<file path="config.mk">
export PLATFORM = sky130hd
export DESIGN_NAME = swc_rtu_rsp_gen
export DESIGN_NICKNAME = d
export VERILOG_FILES = /design/src/rtl/swc_rtu_gen_pkg.sv /design/src/rtl/swc_rtu_gen_port.sv /design/src/rtl/swc_rtu_rsp_gen.sv
export SDC_FILE = /design/constraint.sdc
export NUM_CORES = 1
export LEC_CHECK = 0
export BUFFER_PORTS_ARGS = -buffer_cell sky130_fd_sc_hd__buf_2
export CORE_AREA = 2 2 220 179
export DETAILED_ROUTE_END_ITERATION = 10
export DIE_AREA = 0 0 222 181
export HOLD_SLACK_MARGIN = 0.05
export PLACE_DENSITY = 0.86
export SLEW_MARGIN = 10
export SYNTH_ARGS = -nofsm -noshare
export SYNTH_HDL_FRONTEND = slang
export SYNTH_SLANG_ARGS = --single-unit
</file>
<file path="constraint.sdc">
create_clock -name clk_i -period 6.1 [get_ports clk_i]
set_clock_uncertainty 0.15 [all_clocks]
set_input_delay 0.61 -clock clk_i [delete_from_list [all_inputs] [get_ports clk_i]]
set_output_delay 0.61 -clock clk_i [all_outputs]
set_load 0.02 [all_outputs]
</file>
<file path="src/rtl/swc_rtu_gen_pkg.sv">
// Shared types and constants for the swcore RTU response generator.
// Holds the destination-mode enum, port FSM states, LFSR taps and the RR step helper.
package swc_rtu_gen_pkg;

    typedef enum logic [1:0] {
        FIXED = 2'd0,
        RR    = 2'd1,
        BCAST = 2'd2,
        RAND  = 2'd3
    } t_rtu_gen_mode;

    typedef enum logic {
        IDLE  = 1'b0,
        VALID = 1'b1
    } t_rtu_gen_state;

    // x^16+x^14+x^13+x^11+1 in right-shift form: feedback from bits 0,2,3,5
    // enters at bit 15.
    localparam logic [15:0] c_rtu_gen_lfsr_taps = 16'h002D;

    // Next round-robin target: step by one, wrap at n, never land on src.
    function automatic logic [3:0] f_rr_next(
        input logic [3:0] cur,
        input logic [3:0] src,
        input logic [4:0] n
    );
        logic [3:0] nxt;
        nxt = ((5'(cur) + 5'd1) >= n) ? 4'd0 : cur + 4'd1;
        if (nxt == src) begin
            nxt = ((5'(nxt) + 5'd1) >= n) ? 4'd0 : nxt + 4'd1;
        end
        return nxt;
    endfunction

endpackage

</file>
<file path="src/rtl/swc_rtu_gen_port.sv">
// One port of the RTU response generator: pending counter, IDLE/VALID FSM,
// round-robin pointer, drop counter and priority sequence.
// Ports: i_clk, i_rst_n, i_sof, i_ack, i_mode, i_fixed_mask, i_drop_every,
// i_lfsr (shared LFSR slice) -> o_valid, o_mask, o_drop, o_prio, o_overflow.
module swc_rtu_gen_port
    import swc_rtu_gen_pkg::*;
#(
    parameter int g_port        = 0,
    parameter int g_num_ports   = 11,
    parameter int g_prio_width  = 3,
    parameter int g_queue_depth = 4
) (
    input  logic                    i_clk,
    input  logic                    i_rst_n,
    input  logic                    i_sof,
    input  logic                    i_ack,
    input  t_rtu_gen_mode           i_mode,
    input  logic [g_num_ports-1:0]  i_fixed_mask,
    input  logic [7:0]              i_drop_every,
    input  logic [g_num_ports-1:0]  i_lfsr,
    output logic                    o_valid,
    output logic [g_num_ports-1:0]  o_mask,
    output logic                    o_drop,
    output logic [g_prio_width-1:0] o_prio,
    output logic                    o_overflow
);

    localparam int c_cw = $clog2(g_queue_depth + 1);
    localparam logic [c_cw-1:0] c_full = c_cw'(g_queue_depth);
    localparam logic [3:0] c_src = 4'(g_port);
    localparam logic [3:0] c_rr_rst = 4'((g_port + 1) % g_num_ports);
    localparam logic [4:0] c_n = 5'(g_num_ports);
    localparam logic [g_num_ports-1:0] c_own = g_num_ports'(1) << g_port;

    t_rtu_gen_state r_state;
    t_rtu_gen_state w_state_nxt;

    logic [c_cw-1:0]         r_pend;
    logic                    r_ovf;
    logic [3:0]              r_rr;
    logic [7:0]              r_dc;
    logic [7:0]              r_seq;
    logic [g_num_ports-1:0]  r_mask;
    logic                    r_drop;
    logic [g_prio_width-1:0] r_prio;

    logic                    w_hs;
    logic                    w_accept;
    logic                    w_latch;
    logic [g_num_ports-1:0]  w_rr_mask;
    logic [g_num_ports-1:0]  w_rand;
    logic [g_num_ports-1:0]  w_mask;
    logic                    w_use_rr;
    logic [8:0]              w_dc_inc;
    logic                    w_drop;

    assign w_hs     = (r_state == VALID) & i_ack;
    // A full queue still takes a pulse when an ack frees a slot that cycle.
    assign w_accept = i_sof & ((r_pend != c_full) | w_hs);
    assign w_latch  = (r_state == IDLE) & (r_pend != '0);

    always_ff @(posedge i_clk or negedge i_rst_n) begin
        if (!i_rst_n) begin
            r_pend <= '0;
            r_ovf  <= 1'b0;
        end else begin
            if (w_accept & ~w_hs) begin
                r_pend <= r_pend + c_cw'(1);
            end else if (~w_accept & w_hs) begin
                r_pend <= r_pend - c_cw'(1);
            end
            if (i_sof & ~w_accept) begin
                r_ovf <= 1'b1;
            end
        end
    end

    always_ff @(posedge i_clk or negedge i_rst_n) begin
        if (!i_rst_n) begin
            r_state <= IDLE;
        end else begin
            r_state <= w_state_nxt;
        end
    end

    always_comb begin
        w_state_nxt = r_state;
        unique case (r_state)
            IDLE:    if (w_latch) w_state_nxt = VALID;
            VALID:   if (i_ack)   w_state_nxt = IDLE;
            default: w_state_nxt = IDLE;
        endcase
    end

    always_comb begin
        o_valid    = (r_state == VALID);
        o_mask     = r_mask;
        o_drop     = r_drop;
        o_prio     = r_prio;
        o_overflow = r_ovf;
    end

    assign w_rr_mask = g_num_ports'(1) << r_rr;
    assign w_rand    = i_lfsr & ~c_own;

    always_comb begin
        w_mask   = '0;
        w_use_rr = 1'b0;
        unique case (i_mode)
            FIXED: w_mask = i_fixed_mask & ~c_own;
            RR: begin
                w_mask   = w_rr_mask;
                w_use_rr = 1'b1;
            end
            BCAST: w_mask = ~c_own;
            RAND: begin
                // An all-zero random mask falls back to round-robin.
                if (w_rand != '0) begin
                    w_mask = w_rand;
                end else begin
                    w_mask   = w_rr_mask;
                    w_use_rr = 1'b1;
                end
            end
            default: w_mask = '0;
        endcase
    end

    // >= rather than == so lowering drop_every mid-run cannot strand dc.
    assign w_dc_inc = {1'b0, r_dc} + 9'd1;
    assign w_drop   = (i_drop_every != 8'd0) &&
                      (w_dc_inc >= {1'b0, i_drop_every});

    always_ff @(posedge i_clk or negedge i_rst_n) begin
        if (!i_rst_n) begin
            r_mask <= '0;
            r_drop <= 1'b0;
            r_prio <= '0;
            r_rr   <= c_rr_rst;
            r_dc   <= '0;
            r_seq  <= '0;
        end else begin
            if (i_drop_every == 8'd0) begin
                r_dc <= '0;
            end
            if (w_latch) begin
                r_mask <= w_mask;
                r_drop <= w_drop;
                r_prio <= g_prio_width'(r_seq);
                r_seq  <= r_seq + 8'd1;
                if (w_use_rr) begin
                    r_rr <= f_rr_next(r_rr, c_src, c_n);
                end
                if (i_drop_every != 8'd0) begin
                    r_dc <= w_drop ? 8'd0 : w_dc_inc[7:0];
                end
            end
        end
    end

endmodule

</file>
<file path="src/rtl/swc_rtu_rsp_gen.sv">
// RTU response generator: one response per packet start on each swcore port.
// Inputs: clk_i, rst_n_i, pck_sof_i, mode_i, fixed_mask_i, drop_every_i, rtu_rsp_ack_i.
// Outputs: rtu_rsp_valid_o, rtu_dst_port_mask_o, rtu_drop_o, rtu_prio_o, req_overflow_o,
// and rsp_cnt_o (acked-response counters) when SWC_RTU_GEN_STATS_EN is defined.
module swc_rtu_rsp_gen
    import swc_rtu_gen_pkg::*;
#(
    parameter int          g_num_ports   = 11,
    parameter int          g_prio_width  = 3,
    parameter int          g_queue_depth = 4,
    parameter logic [15:0] g_seed        = 16'hACE1
) (
    input  logic                                clk_i,
    input  logic                                rst_n_i,
    input  logic [g_num_ports-1:0]              pck_sof_i,
    input  logic [1:0]                          mode_i,
    input  logic [g_num_ports-1:0]              fixed_mask_i,
    input  logic [7:0]                          drop_every_i,
    output logic [g_num_ports-1:0]              rtu_rsp_valid_o,
    input  logic [g_num_ports-1:0]              rtu_rsp_ack_i,
    output logic [g_num_ports*g_num_ports-1:0]  rtu_dst_port_mask_o,
    output logic [g_num_ports-1:0]              rtu_drop_o,
    output logic [g_num_ports*g_prio_width-1:0] rtu_prio_o,
    output logic [g_num_ports-1:0]              req_overflow_o
`ifdef SWC_RTU_GEN_STATS_EN
    ,
    output logic [g_num_ports*16-1:0]           rsp_cnt_o
`endif
);

    localparam int N = g_num_ports;
    localparam int P = g_prio_width;

    logic [15:0]   r_lfsr;
    logic          w_lfsr_fb;
    t_rtu_gen_mode w_mode;

    assign w_mode    = t_rtu_gen_mode'(mode_i);
    assign w_lfsr_fb = ^(r_lfsr & c_rtu_gen_lfsr_taps);

    always_ff @(posedge clk_i or negedge rst_n_i) begin
        if (!rst_n_i) begin
            r_lfsr <= g_seed;
        end else begin
            r_lfsr <= {w_lfsr_fb, r_lfsr[15:1]};
        end
    end

    for (genvar p = 0; p < N; p++) begin : g_ports
        swc_rtu_gen_port #(
            .g_port        (p),
            .g_num_ports   (N),
            .g_prio_width  (P),
            .g_queue_depth (g_queue_depth)
        ) u_port (
            .i_clk        (clk_i),
            .i_rst_n      (rst_n_i),
            .i_sof        (pck_sof_i[p]),
            .i_ack        (rtu_rsp_ack_i[p]),
            .i_mode       (w_mode),
            .i_fixed_mask (fixed_mask_i),
            .i_drop_every (drop_every_i),
            .i_lfsr       (r_lfsr[N-1:0]),
            .o_valid      (rtu_rsp_valid_o[p]),
            .o_mask       (rtu_dst_port_mask_o[p*N +: N]),
            .o_drop       (rtu_drop_o[p]),
            .o_prio       (rtu_prio_o[p*P +: P]),
            .o_overflow   (req_overflow_o[p])
        );
    end

`ifdef SWC_RTU_GEN_STATS_EN
    for (genvar p = 0; p < N; p++) begin : g_stats
        logic [15:0] r_cnt;
        always_ff @(posedge clk_i or negedge rst_n_i) begin
            if (!rst_n_i) begin
                r_cnt <= '0;
            end else if (rtu_rsp_valid_o[p] & rtu_rsp_ack_i[p] &
                         (r_cnt != 16'hFFFF)) begin
                r_cnt <= r_cnt + 16'd1;
            end
        end
        assign rsp_cnt_o[p*16 +: 16] = r_cnt;
    end
`endif

endmodule
</file>
# Word level (Yosys, flattened, before mapping)
# Index checks and enable logic that the tools add are counted.
dict set report word_totals {
  regBits 456
  input_bits 45
  output_inout_bits 187
  elab_cells 602
}
dict set report classes {
  addsub 88
  order_cmp 33
  eq_ne 24
  n_shift 11
  mux 176
  n_bitwise 110
  reduce_logical 60
}
# cell n
set op_table {}
lappend op_table {{$pmux W11 S4} 11}
lappend op_table {{$mux W8} 44}
lappend op_table {{$mux W4} 33}
lappend op_table {{$mux W11} 11}
lappend op_table {{$reduce_bool A11 Y1} 11}
lappend op_table {{$shl A1 B4 Y11 const A} 11}
lappend op_table {{$add A4 B1 Y5 const B} 22}
lappend op_table {{$ge A5 B4 Y1 const B} 22}
lappend op_table {{$add A8 B1 Y9 const B} 11}
lappend op_table {{$ge A9 B8 Y1} 11}
lappend op_table {{$add A4 B1 Y4 const B} 22}
lappend op_table {{$add A8 B1 Y8 const B} 11}
lappend op_table {{$and A1 B1 Y1} 66}
lappend op_table {{$mux W3} 22}
lappend op_table {{$pmux W1 S2} 22}
lappend op_table {{$add A3 B1 Y3 const B} 11}
lappend op_table {{$mux W1} 33}
lappend op_table {{$ne A3 B3 Y1 const B} 11}
lappend op_table {{$not A1 Y1} 33}
lappend op_table {{$reduce_bool A3 Y1} 11}
lappend op_table {{$sub A3 B1 Y3 const B} 11}
lappend op_table {{$reduce_and A2 Y1} 11}
lappend op_table {{$reduce_bool A2 Y1} 11}
lappend op_table {{$eq A4 B3 Y1 const B} 4}
lappend op_table {{12 further kinds} 36}

# Depth between registers and ports, before layout
dict set report depth {
  depth_word 7
  ltp_mapped 14
  ltp_nobuf 13
}

# Hierarchy
# Synthesis repeated with hierarchy kept, for this count alone.
dict set report hier_totals {
  cells_unflattened 2998
  area_unflattened_um2 26233.9
}
# mod n_inst cells_each area_per_inst_um2 seq_area_each_um2
set modules_own_cells {}
lappend modules_own_cells {{swc_rtu_gen_port (g_ports[1].u_port)} 1 292 2482.4 877.1}
lappend modules_own_cells {{swc_rtu_gen_port (g_ports[9].u_port)} 1 282 2482.4 878.3}
lappend modules_own_cells {{swc_rtu_gen_port (g_ports[5].u_port)} 1 290 2448.6 878.3}
lappend modules_own_cells {{swc_rtu_gen_port (g_ports[7].u_port)} 1 269 2383.5 877.1}
lappend modules_own_cells {{swc_rtu_gen_port (g_ports[0].u_port)} 1 277 2374.8 877.1}
lappend modules_own_cells {{swc_rtu_gen_port (g_ports[3].u_port)} 1 273 2341.0 877.1}
lappend modules_own_cells {{swc_rtu_gen_port (g_ports[8].u_port)} 1 271 2324.7 878.3}
lappend modules_own_cells {{swc_rtu_gen_port (g_ports[10].u_port)} 1 261 2298.5 875.8}
lappend modules_own_cells {{swc_rtu_gen_port (g_ports[2].u_port)} 1 251 2265.9 878.3}
lappend modules_own_cells {{swc_rtu_gen_port (g_ports[6].u_port)} 1 259 2200.9 879.6}
lappend modules_own_cells {{swc_rtu_gen_port (g_ports[4].u_port)} 1 254 2194.6 878.3}
lappend modules_own_cells {swc_rtu_rsp_gen 1 19 436.7 410.4}

# Worst setup path after synthesis
# No wires, ideal clock.
dict set report synth_path {
  kind {reg-to-reg}
  start {register g_ports[5].u_port.r_dc[0]}
  end {register g_ports[5].u_port.r_dc[5]}
  setup_time_ns 0.094
  arrival_ns 2.792
  required_ns 5.856
  slack_ns 3.064
  path_stages_with_launch 11
  path_buffers 0
  synth_period_minus_slack_ns 3.036
  cell_sequence {dfrtp_1 -> ha_1 -> and3_1 -> and3_1 -> xor2_1 -> ha_1 -> and3_1 -> a221o_1 -> a31oi_1 -> o21ai_0 -> a211oi_1}
}
dict set report synth_between {
  elab_chain_cells 6
}
# item line
set synth_rtl {}
lappend synth_rtl {{from (decl)} swc_rtu_gen_port.sv:41} ;# logic [7:0] r_dc;
lappend synth_rtl {{from (signal assigned)} swc_rtu_gen_port.sv:155} ;# r_dc <= w_drop ? 8'd0 : w_dc_inc[7:0];
lappend synth_rtl {{$add A8 B1 Y9 (*)} swc_rtu_gen_port.sv:130} ;# assign w_dc_inc = {1'b0, r_dc} + 9'd1;
lappend synth_rtl {{$ge A9 B8 Y1} swc_rtu_gen_port.sv:132} ;# (w_dc_inc >= {1'b0, i_drop_every});
lappend synth_rtl {{$logic_and A1 B1 Y1} swc_rtu_gen_port.sv:131} ;# assign w_drop = (i_drop_every != 8'd0) &&
lappend synth_rtl {{$mux W8 (*)} swc_rtu_gen_port.sv:155}
lappend synth_rtl {{$mux W8 (*)} swc_rtu_gen_port.sv:154} ;# if (i_drop_every != 8'd0) begin
lappend synth_rtl {{$mux W8 (*)} swc_rtu_gen_port.sv:146} ;# if (w_latch) begin
# Every way passes the cells marked *; elsewhere a longest branch is shown, timed or not.
# A chain may end at the register's enable or synchronous reset.

# Final worst setup path
dict set report layout_path {
  start {register g_ports[5].u_port.r_dc[0]}
  end {register g_ports[5].u_port.r_dc[6]}
}
# The elaborated chain is that of the path after synthesis.

==> flow_summary.ini <==
[routing]
route.detailed.drc = 1
vias = 21537
drtPass1Iterations = 11
wl_mm = 68.5
avgViaCountPerCell = 6.46
wl_per_cell_um = 20.6
initialDrtViolationCount = 2085
ant_nets = 0

[timing]
whs_ps = 85.5
slew_headroom = 0.0614
finalHoldViolCount = 0
tns_ps = 0
maxSlewViolCount = 0
fin_crit_sh = 0.575
period_needed_ps = 3510
setup_violations = 0
tightest_slew_ps = 1390
fmax_mhz = 285
rsz0062_at_grt = no

[synth]
syn_area_mm2 = 0.0244
ys.flop_type = dfrtp_1
ys_types = 80
synth_edf_count = 0
synth_largest_area_cell = dfrtp_1
yosysMostFrequentCell = nand2_1
async_reset_ff_frac = 1.00
synthCells = 2654
yosysTopAreaCellShare = 0.385
yosysWarningCount = 0
netlist_top_cells_count = nand2_1, dfrtp_1, nor2_1, ha_1, o21ai_0
ys_seq_elements = 401
synth.area.top_cells = dfrtp_1, ha_1, nand2_1, xnor2_1, nor2_1
ys_seq_area_frac = 0.412
syn-num-nets = 2910
synth_area_per_cell_um2 = 9.21

[worst_setup_path]
cpPeakStageDelay_ps = 560
end_kind = register
crit_fanout = 9
worstSetupPathType = register to register
crit_chain = ha_1 > and3_1 > and3_1 > xor2_1 > ha_1 > and3_1 > a221o_1 > a31oi_1 > o21ai_0 > a211oi_1
cpLargestDelayFamily = compound AO/OA/AOI/OAI gates
critPathLaunchType = register
critPathSlowestCell = a31oi_1
critPathBufInv = 0
crit_top_cell = and3_1
cp.arrival_ps = 3800
cp.required_ps = 6390
r2r_slack_ps = 2590

[outcome]
outcome = complete, but fails checks
violations = DRC

[global_routing]
grt_pass1_vias = 20788
grtUsageTotal = 0.339
grt_pass1_wl_mm = 110
antenna_found_initial = 2
grt-ovfl-total = 0
grt_max_degree = 168

[power]
total_power_w = 0.0150
power.density_mw_per_mm2 = 551
ir_drop_uv = 340
leakagePower_nw = 12.8

[cts]
root_buffer = clkbuf_16
cts_tree = yes
htreeDepth = 2
cts_buffers = 43
cts.path.max_buffers = 3
cts.sinks = 401
cts_setup_buffers = 0
clk_latency_ps = 570
clk_pin_slew_ps = 60

[final_layout]
final_core_util = 0.720
drive_above_1_share = 0.152
area.growth.synth_to_final_pct = 11.7
final_cells = 3333
nNetsFinal = 3060

[floorplan]
core_region_area_mm2 = 0.0379
ioPinCount = 232
chipWidth_um = 222
row_count = 64
die-area_mm2 = 0.0402
start_util = 0.645
die_y_um = 181

[placement]
dp.cells = 3253
place.gp.congestion = 0.987
port_buffers = 231
hpwl_mm = 48.0

[hold_path]
hold_class = input pin to register

[flow_run]
drv_cap = 0
[power breakdown]
| part | switching, W | leakage [nW] | internal [W] |
|---|---|---|---|
| Combinational | 0.00435 | 7.16 | 0.00275 |
| Sequential | 0.00124 | 4.86 | 0.00387 |
| Clock | 0.00111 | 0.750 | 0.00171 |
| Total | 0.00670 | 12.8 | 0.00833 |
[worst paths after layout]
kind	endpoint	cells past startpoint	start
max	g_ports[5].u_port.r_dc[6]$_DFF_PN0_	10	g_ports[5].u_port.r_dc[0]$_DFF_PN0_
min	g_ports[1].u_port.o_valid$_DFF_PN0_	2	rtu_rsp_ack_i[1]
max reg2reg	g_ports[5].u_port.r_dc[6]$_DFF_PN0_	10	g_ports[5].u_port.r_dc[0]$_DFF_PN0_
min reg2reg	r_lfsr[11]$_DFF_PN1_	0	r_lfsr[12]$_DFF_PN0_
max in group asynchronous	g_ports[8].u_port.r_pend[1]$_DFFE_PN0P_	3	rst_n_i
min in group asynchronous	g_ports[10].u_port.r_pend[2]$_DFFE_PN0P_	2	rst_n_i
[placed cells by master (no fill, tap or decap), types with 26 or more instances in the layout]
cell type    n
a211oi_1    51
a21oi_1     83
a31oi_1     94
and3_1      32
buf_2      230
clkbuf_16   45
dfrtp_1    376
ha_1       200
inv_1      105
nand2_1    401
nand2b_1    26
nand3_1    100
nand4_1     40
nor2_1     204
nor2b_1     27
nor3_1      52
o211ai_1    28
o21ai_0    127
xnor2_1     95
xor2_1      74
[through the flow]
stage / instance area (µm²) / setup WS (ps)
finish: 27300 / 2590
global route: 27300 / 2290
CTS: 27300 / 2530
detailed placement: 25700 / 2590
global placement: 25700 / 2590
floorplan: 24400 / 3060
[cell type report]
class	instances	area [µm²]
Fill cell	2795	10600
Timing Repair Buffer	254	1380
Sequential cell	401	10100
Tap cell	495	619
Inverter	105	394
Clock buffer	62	1280
Clock inverter	16	240
Antenna cell	1	2.50
Multi-Input combinational cell	1999	13300
[metal layers]
metal	vias up	part of all wire	global-route usage
li1	9790	-	-
met1	10436	0.41	0.460
met2	1070	0.46	0.536
met3	239	0.086	0.0551
met4	2	0.050	0.162
met5	-	0.00019	0
[registers in the layout, summed over array words and instances, names as in the netlist]
signal	cells
g_ports.u_port.r_dc	88
g_ports.u_port.r_rr	44
g_ports.u_port.r_pend	33
g_ports.u_port.o_drop	11
g_ports.u_port.r_seq	33
g_ports.u_port.o_valid	11
g_ports.u_port.o_mask	121
g_ports.u_port.o_prio	33
g_ports.u_port.o_overflow	11
r_lfsr	16
[cells by family after synthesis]
group / count (synthesis) / synth area share
muxes: 39 / 0.0170
AOI/OAI and AO/OA: 599 / 0.170
DFF: 401 / 0.412
buffers and inverters: 254 / 0.0450
and+or+nand+nor: 981 / 0.184
xor gates and xnor gates: 169 / 0.0606
adders and majority gates: 211 / 0.111
[what timing repair did]
action / 4_1_cts / 5_1_grt
resized for setup: 0 / 0
hold endpoints to repair: 18 / 0
hold buffers: 1 / 0
[worst register-to-register path, delay by kind of cell (launching register included)]
kind                     cells  cell delay [ps]
AND/OR/NAND/NOR              3              650
adder cells (fa/ha/maj)      2              580
flip-flops                   1              430
XOR/XNOR                     1              150
AO/OA/AOI/OAI                4             1440
Note: power is estimated with default switching activity, not from simulation.
